--- src/rtl/stepper_pulse_gen.sv ---
// Dual-axis STEP/DIR pulse generator: loads a move from the SCARA controller and
// emits lockstep STEP pulses to two drivers while tracking signed joint positions.
module stepper_pulse_gen #(
    parameter int STEP_W    = 32,
    parameter int POS_W     = 32,
    parameter int DIR_SETUP = 50,
    parameter int PULSE_HI  = 100,
    parameter int PULSE_LO  = 100
) (
    input  logic                    clk,
    input  logic                    reset,
    input  logic                    start,
    input  logic                    abort,
    input  logic [63:0]             m1_steps,
    input  logic [63:0]             m2_steps,
    input  logic                    dir1,
    input  logic                    dir2,
    output logic                    step1_out,
    output logic                    step2_out,
    output logic                    dir1_out,
    output logic                    dir2_out,
    output logic                    stepper_ready,
    output logic                    move_done,
    output logic                    sat,
    output logic signed [POS_W-1:0] pos1,
    output logic signed [POS_W-1:0] pos2
);

    localparam int T_MAX = (DIR_SETUP > PULSE_HI)
                         ? ((DIR_SETUP > PULSE_LO) ? DIR_SETUP : PULSE_LO)
                         : ((PULSE_HI  > PULSE_LO) ? PULSE_HI  : PULSE_LO);
    localparam int TMR_W = $clog2(T_MAX + 1);

    // Timers count down to zero, so each phase loads its length minus one.
    localparam logic [TMR_W-1:0] T_SETUP = TMR_W'(DIR_SETUP - 1);
    localparam logic [TMR_W-1:0] T_HI    = TMR_W'(PULSE_HI - 1);
    localparam logic [TMR_W-1:0] T_LO    = TMR_W'(PULSE_LO - 1);

    typedef enum logic [2:0] {
        S_IDLE,
        S_SETUP,
        S_HIGH,
        S_LOW,
        S_DONE
    } state_t;

    state_t             r_state;
    logic [TMR_W-1:0]   r_timer;
    logic [STEP_W-1:0]  r_cnt1;
    logic [STEP_W-1:0]  r_cnt2;
    logic [POS_W-1:0]   r_pos1;
    logic [POS_W-1:0]   r_pos2;
    logic               r_step1;
    logic               r_step2;
    logic               r_dir1;
    logic               r_dir2;
    logic               r_ready;
    logic               r_done;
    logic               r_sat;

    logic               w_ovf1;
    logic               w_ovf2;
    logic [STEP_W-1:0]  w_load1;
    logic [STEP_W-1:0]  w_load2;
    logic               w_act1;
    logic               w_act2;
    logic               w_tmr_zero;

    // Any set bit above the counter width clamps the count to all-ones.
    assign w_ovf1     = (m1_steps >> STEP_W) != 64'd0;
    assign w_ovf2     = (m2_steps >> STEP_W) != 64'd0;
    assign w_load1    = w_ovf1 ? '1 : m1_steps[STEP_W-1:0];
    assign w_load2    = w_ovf2 ? '1 : m2_steps[STEP_W-1:0];
    assign w_act1     = r_cnt1 != '0;
    assign w_act2     = r_cnt2 != '0;
    assign w_tmr_zero = r_timer == '0;

    // NOTE: every register here is assigned with <= so all state updates
    // within a cycle see the same pre-edge values, whatever the statement order.
    always_ff @(posedge clk or posedge reset) begin
        if (reset) begin
            r_state <= S_IDLE;
            r_timer <= '0;
            r_cnt1  <= '0;
            r_cnt2  <= '0;
            r_pos1  <= '0;
            r_pos2  <= '0;
            r_step1 <= 1'b0;
            r_step2 <= 1'b0;
            r_dir1  <= 1'b0;
            r_dir2  <= 1'b0;
            r_ready <= 1'b1;
            r_done  <= 1'b0;
            r_sat   <= 1'b0;
        end else begin
            r_done <= 1'b0;
            case (r_state)
                S_IDLE: begin
                    if (start && !abort) begin
                        r_cnt1  <= w_load1;
                        r_cnt2  <= w_load2;
                        r_dir1  <= dir1;
                        r_dir2  <= dir2;
                        r_sat   <= w_ovf1 | w_ovf2;
                        r_ready <= 1'b0;
                        r_timer <= T_SETUP;
                        r_state <= S_SETUP;
                    end
                end
                S_SETUP: begin
                    if (abort) begin
                        r_cnt1  <= '0;
                        r_cnt2  <= '0;
                        r_done  <= 1'b1;
                        r_state <= S_DONE;
                    end else if (!w_tmr_zero) begin
                        r_timer <= r_timer - TMR_W'(1);
                    end else if (!w_act1 && !w_act2) begin
                        r_done  <= 1'b1;
                        r_state <= S_DONE;
                    end else begin
                        r_step1 <= w_act1;
                        r_step2 <= w_act2;
                        r_timer <= T_HI;
                        r_state <= S_HIGH;
                    end
                end
                S_HIGH: begin
                    // An aborted pulse was never completed, so pos is left alone.
                    if (abort) begin
                        r_step1 <= 1'b0;
                        r_step2 <= 1'b0;
                        r_cnt1  <= '0;
                        r_cnt2  <= '0;
                        r_done  <= 1'b1;
                        r_state <= S_DONE;
                    end else if (!w_tmr_zero) begin
                        r_timer <= r_timer - TMR_W'(1);
                    end else begin
                        r_step1 <= 1'b0;
                        r_step2 <= 1'b0;
                        if (w_act1) begin
                            r_cnt1 <= r_cnt1 - STEP_W'(1);
                            r_pos1 <= r_dir1 ? r_pos1 + POS_W'(1) : r_pos1 - POS_W'(1);
                        end
                        if (w_act2) begin
                            r_cnt2 <= r_cnt2 - STEP_W'(1);
                            r_pos2 <= r_dir2 ? r_pos2 + POS_W'(1) : r_pos2 - POS_W'(1);
                        end
                        r_timer <= T_LO;
                        r_state <= S_LOW;
                    end
                end
                S_LOW: begin
                    if (abort) begin
                        r_cnt1  <= '0;
                        r_cnt2  <= '0;
                        r_done  <= 1'b1;
                        r_state <= S_DONE;
                    end else if (!w_tmr_zero) begin
                        r_timer <= r_timer - TMR_W'(1);
                    end else if (w_act1 || w_act2) begin
                        r_step1 <= w_act1;
                        r_step2 <= w_act2;
                        r_timer <= T_HI;
                        r_state <= S_HIGH;
                    end else begin
                        r_done  <= 1'b1;
                        r_state <= S_DONE;
                    end
                end
                S_DONE: begin
                    r_ready <= 1'b1;
                    r_state <= S_IDLE;
                end
                default: begin
                    r_step1 <= 1'b0;
                    r_step2 <= 1'b0;
                    r_ready <= 1'b1;
                    r_state <= S_IDLE;
                end
            endcase
        end
    end

    assign step1_out     = r_step1;
    assign step2_out     = r_step2;
    assign dir1_out      = r_dir1;
    assign dir2_out      = r_dir2;
    assign stepper_ready = r_ready;
    assign move_done     = r_done;
    assign sat           = r_sat;
    assign pos1          = r_pos1;
    assign pos2          = r_pos2;

endmodule

--- config.mk ---
export PLATFORM = sky130hd
export DESIGN_NAME = stepper_pulse_gen
export DESIGN_NICKNAME = d
export VERILOG_FILES = /design/src/rtl/stepper_pulse_gen.sv
export SDC_FILE = /design/constraint.sdc
export NUM_CORES = 1
export LEC_CHECK = 0
export BUFFER_PORTS_ARGS = -buffer_cell sky130_fd_sc_hd__clkbuf_2
export CORE_ASPECT_RATIO = 0.6
export CORE_MARGIN = 4
export CORE_UTILIZATION = 55
export DETAILED_ROUTE_END_ITERATION = 16
export PLACE_DENSITY_LB_ADDON = 0.12
export SETUP_SLACK_MARGIN = 0.4
export SYNTH_ARGS = -nofsm -noshare
export SYNTH_HDL_FRONTEND = slang
export SYNTH_SLANG_ARGS = --single-unit
export TNS_END_PERCENT = 5
--- constraint.sdc ---
create_clock -name clk -period 9.8 [get_ports clk]
set_input_delay 0.98 -clock clk [delete_from_list [all_inputs] [get_ports clk]]
set_output_delay 0.98 -clock clk [all_outputs]
set_load 0.01 [all_outputs]
### After elaboration in Yosys (flattened, before gate mapping)

Cells that the tools add are included.

| operators by class | value |
|---|---|
| add/subtract/negate cells | 7 |
| eq/ne operators | 20 |
| mux-type cells | 61 |
| bitwise operators | 4 |
| reduce and logical (&&, ||, !) cells | 26 |

Operators with widths:

| kind | number |
|---|---|
| 32-bit 2-to-1 mux | 13 |
| 32-bit one-hot mux with 3 select lines | 2 |
| 64-bit nonzero test | 2 |
| 32-bit by 1-bit subtractor with 32-bit output (second input constant) | 4 |
| 32-bit by 1-bit adder with 32-bit output (second input constant) | 2 |
| 32-bit nonzero test | 2 |
| 7-bit 2-to-1 mux | 9 |
| 7-bit one-hot mux with 4 select lines | 1 |
| 3-bit 2-to-1 mux | 9 |
| 1-bit 2-to-1 mux | 22 |
| 3-bit != test (second input constant) | 7 |
| 2-bit != test (second input constant) | 8 |
| 3-bit one-hot mux with 4 select lines | 1 |
| 4-bit AND reduction | 3 |
| 5-bit AND reduction | 2 |
| 1-bit one-hot mux with 4 select lines | 2 |
| 8-bit AND reduction | 1 |
| 7-bit logical NOT | 1 |
| 7-bit AND reduction | 1 |
| 7-bit by 1-bit subtractor with 7-bit output (second input constant) | 1 |
| 3-bit by 2-bit equality test with 1-bit output (second input constant) | 2 |
| 2-bit AND reduction | 2 |
| 4-bit nonzero test | 1 |
| 2-bit OR reduction | 2 |
| 13 further kinds | 18 |

| storage, ports and cells | value |
|---|---|
| register bits | 145 |
| output and inout port bits | 71 |
| word-level logic and storage cells | 131 |

### Logic depth before layout (Yosys ltp)

| depth | value |
|---|---|
| word-level depth | 7 |
| mapped depth | 12 |
| depth with buffers taken out | 11 |

### Worst setup path after synthesis

Ideal clock, no wire load.

| timing | value |
|---|---|
| path kind | register -> register |
| from | reg r_dir1, in the netlist dir1_out |
| to | reg r_pos1[24], in the netlist pos1[24] |
| arrival | 3.487 ns |
| data required time | 9.655 ns |
| setup slack | 6.169 ns |
| stages on the path, launching flop included | 12 |
| clock period less this slack | 3.631 ns |
| path through | dfrtp_1 > inv_1 > ha_1 > a211oi_1 > o211ai_1 > nand3_1 > o211ai_1 > o311a_1 > o41ai_1 > o21ai_0 > a221oi_1 > a311oi_1 |

| on the way | value |
|---|---|
| longest elaborated chain between the ends | 1 |

RTL lines:

| what | RTL line | text |
|---|---|---|
| start: declaration | 55 | `logic r_dir1;` |
| start signal: assignment | 102 | `r_dir1 <= dir1;` |
| 32-bit 2-to-1 mux | 144 | `r_pos1 <= r_dir1 ? r_pos1 + POS_W'(1) : r_pos1 - POS_W'(1);` |
| end signal: assignment | 144 |  |
| end: declaration | 51 | `logic [POS_W-1:0] r_pos1;` |

No other way between the ends.
A chain may end at the register's enable or synchronous reset.

### Worst setup path in the final report

Ends and elaborated chain as after synthesis.

==> results.sh <==
export IMPL_numPortBuffers=204
export IMPL_drt_initial_drc_count=884
export IMPL_power_leakage_nw=5.637
export IMPL_hpwl_um=20510
export IMPL_core_um2=19030
export IMPL_holdWs_ns=0.4871
export IMPL_dieHeight_um=115.7
export IMPL_fp_dieW_um=187.6
export IMPL_period_needed_ns=3.859
export IMPL_seq_area_um2=3630
export IMPL_cts_resized=0
export IMPL_synth_cell_type_count=81
export IMPL_fin_nets=1629
export IMPL_grt_ovfl_total=0
export IMPL_slew_viol_final=0
export IMPL_power_mw=2.090
export IMPL_crit_fanout=33
export IMPL_vdd_drop_max_mv=0.1253
export IMPL_drive_gt1_share_pct=20.03
export IMPL_pin_count=205
export IMPL_ys_ff_latch=145
export IMPL_max_cap_viol_count=0
export IMPL_dr_total_vias=10350
export IMPL_syn_nets=1465
export IMPL_num_rows=39
export IMPL_timing_final_ws_setup_ns=5.941
export IMPL_clk_pin_slew_ns=0.07
export IMPL_fill_cells=1679
export IMPL_via_per_inst=6.126
export IMPL_post_cts_buffers=0
export IMPL_firstDrtPassIters=8
export IMPL_setup_violations=0
export IMPL_diodes=0
export IMPL_ys_seq_area_share_pct=34.11
export IMPL_cp_end_kind="flop"
export IMPL_synth_area_um2=10640
export IMPL_grt_max_degree=75
export IMPL_start_util_pct=55.91
export IMPL_status="finished clean"
export IMPL_route_detailed_drc=0
export IMPL_cts_tree="done"
export IMPL_startpoint_type="flop"
export IMPL_final_cell_area_um2=12300
export IMPL_ys_warnings_count=0
export IMPL_cts_hold_fix_buffers=0
export IMPL_synthArstFlopShare_pct=100.0
export IMPL_wl_per_cell_um=17.19
export IMPL_period_share_pct=39.38
export IMPL_insertion_delay_ns=0.43
export IMPL_place_congestion=0.9044
export IMPL_clock_path_buffers=2
export IMPL_multi_input_comb_area_um2=6636
export IMPL_cts_made_buffers=17
export IMPL_drt_wl_total_um=29040
export IMPL_grt_pass1_wl_um=48170
export IMPL_ys_flop_type="dfrtp_1"
export IMPL_cp_arrival_ns=4.15
export IMPL_grt_use_total_pct=26.64
export IMPL_root_buffer="clkbuf_16"
export IMPL_placed_area_um2=11750
export IMPL_skew_ns=0.009036
export IMPL_ant_nets=0
export IMPL_min_path_type="flop to flop"
export IMPL_syn_avg_cell_area_um2=8.405
export IMPL_tns_ns=0
export IMPL_crit_type="flop to flop"
export IMPL_rsz0062_at_grt="false"
export IMPL_tightest_slew_ns=1.130
export IMPL_timing_final_hold_violations=0
export IMPL_syn2layout_area_growth_pct=15.56
export IMPL_power_density_nw_per_um2=170.0
export IMPL_clock_sinks=145
export IMPL_htreeDepth=4
export IMPL_crit_required_ns=10.09
export IMPL_grt_pass1_vias=9526
export IMPL_die_area_um2=21710
export IMPL_synth_enable_flop_cells=0
export IMPL_pre_cts_ws_ns=6.021
export IMPL_syn_inst=1266
export IMPL_slew_headroom_pct=24.55
export IMPL_fmax_mhz=259.1
export IMPL_antenna_found_initial=0
## routing by layer
metal	share of wire (%)	vias up	routed length [um]	GRT usage (%)
li1	-	5073	-	-
met1	49	4876	14280	39.64
met2	42	363	12310	40.15
met3	7.1	34	2057	5.509
met4	1.4	0	392	6.452
met5	0	-	0	0
## area by class of cell
| cell class | count | share of cell area (%) |
|---|---|---|
| clock buffer | 17 | 3.460 |
| sequential | 145 | 29.52 |
| clock inverter | 15 | 1.007 |
| tap | 246 | 2.503 |
| multi-input combinational | 1031 | 53.97 |
| timing repair buffer | 212 | 8.792 |
| inverter | 23 | 0.7429 |
## registers in the layout (all words and copies together) (netlist names), 3 cells and up
| register | cells |
|---|---|
| r_cnt2 | 32 |
| r_timer | 7 |
| pos1 | 32 |
| pos2 | 32 |
| r_cnt1 | 32 |
| r_state | 3 |
## Yosys cell counts, drive strengths merged (11+ instances only)
| library cell | n | area (um2) |
|---|---|---|
| nor2 | 46 | 177.7 |
| o21ai | 242 | 1219 |
| ha | 63 | 788.3 |
| dfrtp | 144 | 3603 |
| or3 | 17 | 111.4 |
| a21oi | 71 | 359.1 |
| inv | 23 | 86.33 |
| nand2 | 152 | 570.6 |
| xor2 | 33 | 289.0 |
| xnor2 | 24 | 210.2 |
| nand2b | 11 | 68.82 |
| a22o | 49 | 429.2 |
| or2 | 16 | 100.1 |
| o31ai | 27 | 202.7 |
| a31oi | 14 | 87.58 |
| nor3 | 34 | 175.2 |
| nand3 | 24 | 130.1 |
| buf | 17 | 121.4 |
| clkbuf | 50 | 190.2 |
| a21o | 35 | 262.8 |
| nand4 | 13 | 96.34 |
| nor4 | 29 | 232.7 |
## final timing paths
kind,from,to,slack [ns],depth (start not counted)
min in group asynchronous,reset,pos2[21]$_DFFE_PP0P_,0.65,2
worst max register to register,dir1_out$_DFFE_PP0P_,pos1[24]$_DFFE_PP0P_,5.94,12
worst min register to register,r_cnt1[23]$_DFFE_PP0P_,r_cnt1[23]$_DFFE_PP0P_,0.49,1
worst max-delay path,dir1_out$_DFFE_PP0P_,pos1[24]$_DFFE_PP0P_,5.94,12
worst min-delay path,r_cnt1[23]$_DFFE_PP0P_,r_cnt1[23]$_DFFE_PP0P_,0.49,1
max in group asynchronous,reset,pos2[4]$_DFFE_PP0P_,7.71,3
## per-stage QoR
step | cells | util [%]
floorplan | 1266 | -
global placement | 1657 | 61.72
detailed placement | 1657 | 61.72
CTS | 1689 | 64.61
global route | 1689 | 64.61
finish | 1689 | 64.61
## cell usage in the layout, fill, tap and decap left out, drive strengths merged, types with 5 or more instances in the layout
cell type	n
a211oi	9
a21o	35
a21oi	71
a22o	49
a31oi	14
and2	7
and3	5
buf	8
clkbuf	221
dfrtp	144
ha	63
inv	31
nand2	152
nand2b	11
nand3	24
nand4	13
nor2	46
nor2b	10
nor3	34
nor3b	6
nor4	29
o211ai	7
o21a	8
o21ai	242
o21bai	8
o31ai	27
o41ai	10
or2	16
or3	17
or4	10
xnor2	24
xor2	33
## worst max-delay path, stage by stage (launching register included)
cell and delay [ns]:
dfrtp_1 0.43, inv_1 0.07, buf_4 0.37, ha_1 0.35, a211oi_1 0.44, o211ai_1 0.27, nand3_1 0.14, o211ai_1 0.11
o311a_1 0.35, o41ai_1 0.41, o21ai_0 0.29, a221oi_1 0.39, a311oi_1 0.08
## power breakdown
part	total (mW)	leakage (nW)	internal [mW]	switching (mW)
clock	0.626	0.262	0.331	0.295
combinational	0.633	3.53	0.264	0.370
sequential	0.831	1.85	0.710	0.121
## cell families (layout without fill, tap and decap cells)
| kind of cell | Yosys count | in the layout | share of synthesized area [%] |
|---|---|---|---|
| AOI/OAI and AO/OA | 511 | 511 | 29.96 |
| xor gates and xnor gates | 57 | 57 | 4.692 |
| adders and majority gates | 65 | 65 | 7.785 |
| buffers and inverters | 90 | 267 | 3.739 |
| DFF | 145 | 145 | 34.11 |
| muxes | 6 | 6 | 0.6115 |
| and+or+nand+nor | 392 | 392 | 19.10 |
No activity file was read; power rests on OpenSTA's default activity.
